`config.mk`:
```
export PLATFORM = sky130hd
export DESIGN_NAME = pc_offset_adder
export DESIGN_NICKNAME = d
export VERILOG_FILES = /design/src/rtl/pc_offset_adder.sv
export SDC_FILE = /design/constraint.sdc
export NUM_CORES = 1
export LEC_CHECK = 0
export ABC_CLOCK_PERIOD_IN_PS = 3900
export CORE_MARGIN = 1
export CORE_UTILIZATION = 54
export CTS_BUF_LIST = sky130_fd_sc_hd__clkbuf_16
export CTS_CLUSTER_SIZE = 16
export DETAILED_ROUTE_END_ITERATION = 12
export PLACE_DENSITY = 0.93
export SYNTH_ARGS = -nofsm -noshare
export SYNTH_HDL_FRONTEND = slang
export SYNTH_SLANG_ARGS = --single-unit
```
`constraint.sdc`:
```
create_clock -name i_clk -period 3.9 [get_ports i_clk]
set_input_delay 0.39 -clock i_clk [delete_from_list [all_inputs] [get_ports i_clk]]
set_output_delay 0.39 -clock i_clk [all_outputs]
set_load 0.02 [all_outputs]
```
`src/rtl/pc_offset_adder.sv`:
```
// Multi-cycle PC + offset adder: adds CHUNK bits per clock over N = WIDTH/CHUNK cycles.
// Supports subtract (a - b_eff) and an optional arithmetic left shift of the offset.
module pc_offset_adder #(
  parameter int WIDTH = 64,
  parameter int CHUNK = 16,
  parameter int SHIFT = 2
) (
  input  logic             i_clk,
  input  logic             i_rst_n,
  input  logic             i_start,
  input  logic [WIDTH-1:0] i_a,
  input  logic [WIDTH-1:0] i_b,
  input  logic             i_sub,
  input  logic             i_shift_en,
  output logic             o_busy,
  output logic             o_done,
  output logic [WIDTH-1:0] o_res,
  output logic             o_carry,
  output logic             o_ovf
);

  localparam int N     = WIDTH / CHUNK;
  localparam int CNT_W = (N > 1) ? $clog2(N) : 1;
  localparam logic [CNT_W-1:0] LAST_SLICE = CNT_W'(N - 1);

  typedef enum logic {
    S_IDLE = 1'b0,
    S_CALC = 1'b1
  } state_t;

  state_t r_state;
  state_t w_state_next;

  logic [N-1:0][CHUNK-1:0] r_a;
  logic [N-1:0][CHUNK-1:0] r_b;
  logic [N-1:0][CHUNK-1:0] r_acc;
  logic [N-1:0][CHUNK-1:0] w_acc_next;
  logic                    r_carry;
  logic [CNT_W-1:0]        r_cnt;

  logic [WIDTH-1:0] r_res;
  logic             r_carry_out;
  logic             r_ovf;
  logic             r_done;

  logic [WIDTH-1:0] w_b_eff;
  logic [WIDTH-1:0] w_b_lat;
  logic [CHUNK:0]   w_sum;
  logic             w_accept;
  logic             w_last;
  logic             w_msb_cin;
  logic             w_ovf;

  // A left shift is identical for signed and unsigned operands; bits above the MSB fall off.
  assign w_b_eff  = i_shift_en ? (i_b << SHIFT) : i_b;
  assign w_b_lat  = i_sub ? ~w_b_eff : w_b_eff;

  assign w_accept = (r_state == S_IDLE) && i_start;
  assign w_last   = (r_state == S_CALC) && (r_cnt == LAST_SLICE);

  assign w_sum = {1'b0, r_a[r_cnt]} + {1'b0, r_b[r_cnt]} + {{CHUNK{1'b0}}, r_carry};

  // Carry into the top bit is recovered from that bit's sum and its two operand bits.
  assign w_msb_cin = w_sum[CHUNK-1] ^ r_a[r_cnt][CHUNK-1] ^ r_b[r_cnt][CHUNK-1];
  assign w_ovf     = w_msb_cin ^ w_sum[CHUNK];

  // NOTE: every signal written in always_comb gets a default first so no latch is inferred.
  always_comb begin
    w_acc_next        = r_acc;
    w_acc_next[r_cnt] = w_sum[CHUNK-1:0];
  end

  // NOTE: sequential state uses non-blocking assignments so all registers update together.
  always_ff @(posedge i_clk or negedge i_rst_n) begin
    if (!i_rst_n) begin
      r_state <= S_IDLE;
    end else begin
      r_state <= w_state_next;
    end
  end

  always_comb begin
    w_state_next = r_state;
    case (r_state)
      S_IDLE:  if (i_start) w_state_next = S_CALC;
      S_CALC:  if (r_cnt == LAST_SLICE) w_state_next = S_IDLE;
      default: w_state_next = S_IDLE;
    endcase
  end

  // NOTE: operand and accumulator registers are reset too, so an aborted operation leaves nothing behind.
  always_ff @(posedge i_clk or negedge i_rst_n) begin
    if (!i_rst_n) begin
      r_a         <= '0;
      r_b         <= '0;
      r_acc       <= '0;
      r_carry     <= 1'b0;
      r_cnt       <= '0;
      r_res       <= '0;
      r_carry_out <= 1'b0;
      r_ovf       <= 1'b0;
      r_done      <= 1'b0;
    end else begin
      r_done <= 1'b0;
      if (w_accept) begin
        r_a     <= i_a;
        r_b     <= w_b_lat;
        r_carry <= i_sub;
        r_acc   <= '0;
        r_cnt   <= '0;
      end else if (r_state == S_CALC) begin
        r_acc   <= w_acc_next;
        r_carry <= w_sum[CHUNK];
        r_cnt   <= w_last ? '0 : r_cnt + 1'b1;
        if (w_last) begin
          r_res       <= w_acc_next;
          r_carry_out <= w_sum[CHUNK];
          r_ovf       <= w_ovf;
          r_done      <= 1'b1;
        end
      end
    end
  end

  assign o_busy  = (r_state == S_CALC);
  assign o_done  = r_done;
  assign o_res   = r_res;
  assign o_carry = r_carry_out;
  assign o_ovf   = r_ovf;

endmodule
```
==> impl_metrics.py <==
metrics = {
    "global_routing": {
        "vias_in_the_first_global_route": 9893,
        "initial_antenna_violation_count": 0,
        "grt_max_degree": 107,
        "globalRouteTotalUtil": 0.2850,
        "first_pass_grt_wire_length_um": 52720,
        "overflow": 0,
    },
    "die": {
        "starting_density_of_the_core": 0.5575,
        "rows": 54,
        "chipWidth_um": 153.0,
        "dieArea_um2": 23420,
        "die-height_um": 153.0,
        "placeable_core_area_um2": 22090,
        "floorplan.io_pins": 201,
    },
    "cts": {
        "clock_tree_from_tritoncts": "built",
        "htree_levels": 1,
        "clk_path_buf_depth": 3,
        "clkTransAtPathRegs_ns": 0.06,
        "clock_sink_count": 247,
        "cts_buffers": 24,
        "clock_insertion_delay_worst_skew_ns": 0.52,
        "clk_root_buffer_cell": "clkbuf_16",
    },
    "sta": {
        "timing.clock.skew_ns": 0.009297,
        "fin_crit_ns": 3.702,
        "maxClockFrequency_mhz": 270.1,
        "rsz_0062_raised_after_global_routing": "no",
        "report.final.setup_viol": 0,
        "tightest_pin_transition_ns": 1.160,
        "timing.final.max_slew_violations": 0,
        "fin_tns_setup_ns": 0,
        "final.period_utilization": 0.9492,
        "timing.max_slew.rel_slack": 0.2247,
        "hold_viol": 0,
    },
    "power": {
        "post-layout-total-power_mw": 14.99,
        "power.static_leakage_nw": 7.213,
        "power-per-cell-area_nw_per_um2": 986.8,
        "max-vdd-ir-drop_v": 0.0006851,
    },
    "synthesis": {
        "synth_cell_type_count": 48,
        "post_synth_inst_count": 1217,
        "yosys.area.top_type": "dfrtp_1",
        "syn-cell-area_um2": 12320,
        "yosys_register_bits": 247,
        "synth_sequential_area_ratio": 0.5018,
        "synth_warnings": 0,
        "ys_top_cells_by_area": "dfrtp_1, nand2_1, mux2i_1",
        "post_synthesis_area_per_instance_um2": 10.12,
        "async_reset_ff_frac": 1.000,
        "synthFlopType": "dfrtp_1",
        "post_synth_most_frequent_cells": "nand2_1, dfrtp_1, o21ai_0",
        "synth_top_area_frac": 0.5018,
        "number_of_enable_flip_flop_cells_after_synthesis": 0,
        "yosysMostFrequentCell": "nand2_1",
        "syn_nets": 1371,
    },
    "finish": {
        "final_nets": 1533,
        "drive_above_1_share": 0.09097,
        "area_growth_syn_to_layout_pct": 23.29,
        "layout.cells.non_filler": 1676,
        "num_antenna_cells": 0,
        "fillers": 1532,
    },
    "worst_setup_path": {
        "path_max_fanout": 14,
        "reg2reg_setup_slack_ns": 0.20,
        "wp_data_required_ns": 4.32,
        "worst_setup_path_end_kind": "flip-flop",
        "rr_endpoint": "o_res[11]",
        "worst_r2r_startpoint": "r_cnt[0]",
        "setup.worst_path.class": "reg2reg",
        "timing.critical_path.arrival_ns": 4.12,
        "critPathLaunchType": "flip-flop",
        "worst_r2r_path_depth": 11,
    },
    "run": {
        "max_cap_violations": 0,
    },
    "routing": {
        "wl_per_cell_um": 19.62,
        "route.antenna.remaining_nets": 0,
        "num_vias": 9809,
        "first_pass_iteration_count_of_the_detailed_router": 7,
        "routed_wirelength_um": 32890,
        "drt_iter0_drc": 888,
        "drc": 0,
        "route.detailed.vias_per_inst": 5.853,
    },
    "min_path": {
        "timing.hold.worst.class": "in2reg",
        "worst_hold_path.endpoint": "r_a[21]",
        "min_from": "i_a[21]",
        "hold_depth": 3,
    },
    "placed_design": {
        "finalWeightedCongestion": 0.9301,
        "placed_cells": 1631,
        "port-buffer-count": 200,
        "place.detailed.hpwl_um": 22930,
    },
    "status": {
        "run_status": "completed",
    },
}
## area by class of cell
cell class / instances / area, um2 / area share
Tap cell: 280 / 350.3 / 0.02307
Timing Repair Buffer: 216 / 2153 / 0.1418
Clock buffer: 25 / 625.6 / 0.04119
Sequential cell: 247 / 6182 / 0.4071
Multi-Input combinational cell: 878 / 5754 / 0.3789
Clock inverter: 18 / 76.32 / 0.005026
Inverter: 12 / 45.04 / 0.002966
## logic make-up (layout without fill, tap and decap cells)
logic type	after synthesis	in the layout	share of synthesized area
DFF	247	247	0.5018
muxes	139	139	0.1485
adders and majority gates	21	21	0.02255
AOI/OAI and AO/OA	189	189	0.09345
xor gates and xnor gates	79	79	0.05790
and+or+nand+nor	450	450	0.1427
buffers and inverters	92	271	0.03311
## sequential cells by signal, indices dropped and copies added, names as in the netlist
name and flops:
o_busy 1, o_carry 1, o_done 1, o_ovf 1
o_res 64, r_a 64, r_acc 48, r_b 64
r_carry 1, r_cnt 2
## worst max-delay path by stage
stage,from,to,slack [ns]
floorplan,r_cnt[0],o_res[12],0.32
detailed placement,r_cnt[0],o_res[29],0.26
finish,r_cnt[0],o_res[11],0.20
global route,r_cnt[0],o_res[11],0.02
CTS,r_cnt[0],o_res[29],0.13
global placement,r_cnt[0],o_res[42],0.43
## cell usage in the layout (no fill, tap or decap), drive strengths merged, types with 3 or more instances in the layout
cell type	count
a21o	5
a21oi	22
a22o	30
a31oi	3
buf	18
clkbuf	25
clkdlybuf4s50	197
clkinv	12
dfrtp	247
ha	19
inv	18
mux2	30
mux2i	77
mux4	32
nand2	402
nor2	25
nor2b	7
nor3b	6
o21ai	118
xnor2	11
xor2	67
## through the flow
stage	setup slack, ns	util	hold slack, ns	instance area, um2
detailed placement	0.2551	0.6547	0.4258	14460
global route	0.02003	0.6874	0.4145	15190
finish	0.1981	0.6874	0.3985	15190
CTS	0.1345	0.6869	0.3994	15180
global placement	0.4309	0.6547	0.4222	14460
floorplan	0.3238	-	0.09441	12320
## where the power goes
part           total (mW)  internal [mW]  switching [mW]
registers            4.49           3.73           0.763
clock network        2.10           1.15           0.950
logic                8.39           3.49            4.90
## repair_timing
item	4_1_cts	5_1_grt
setup endpoints to repair	0	12
buffers inserted	0	1
resized for setup	0	1
hold buffers	1	0
endpoints found under the hold margin	84	0
## metal layers
layer	track usage	wire length, um
met1	0.3725	12730
met5	0	0
met2	0.4608	15950
met3	0.05784	2695
met4	0.1294	1506
## critical path: stages, from the launching register on
cell      delay [ns]
dfrtp_2         0.51
buf_6           0.26
mux4_2          0.57
ha_1            0.43
a21oi_1         0.24
nor2b_1         0.10
a311oi_2        0.38
o21ai_2         0.16
a21boi_1        0.25
xnor2_1         0.32
mux2i_1         0.20
o21ai_0         0.20
Note: power is estimated with default switching activity, not from simulation.
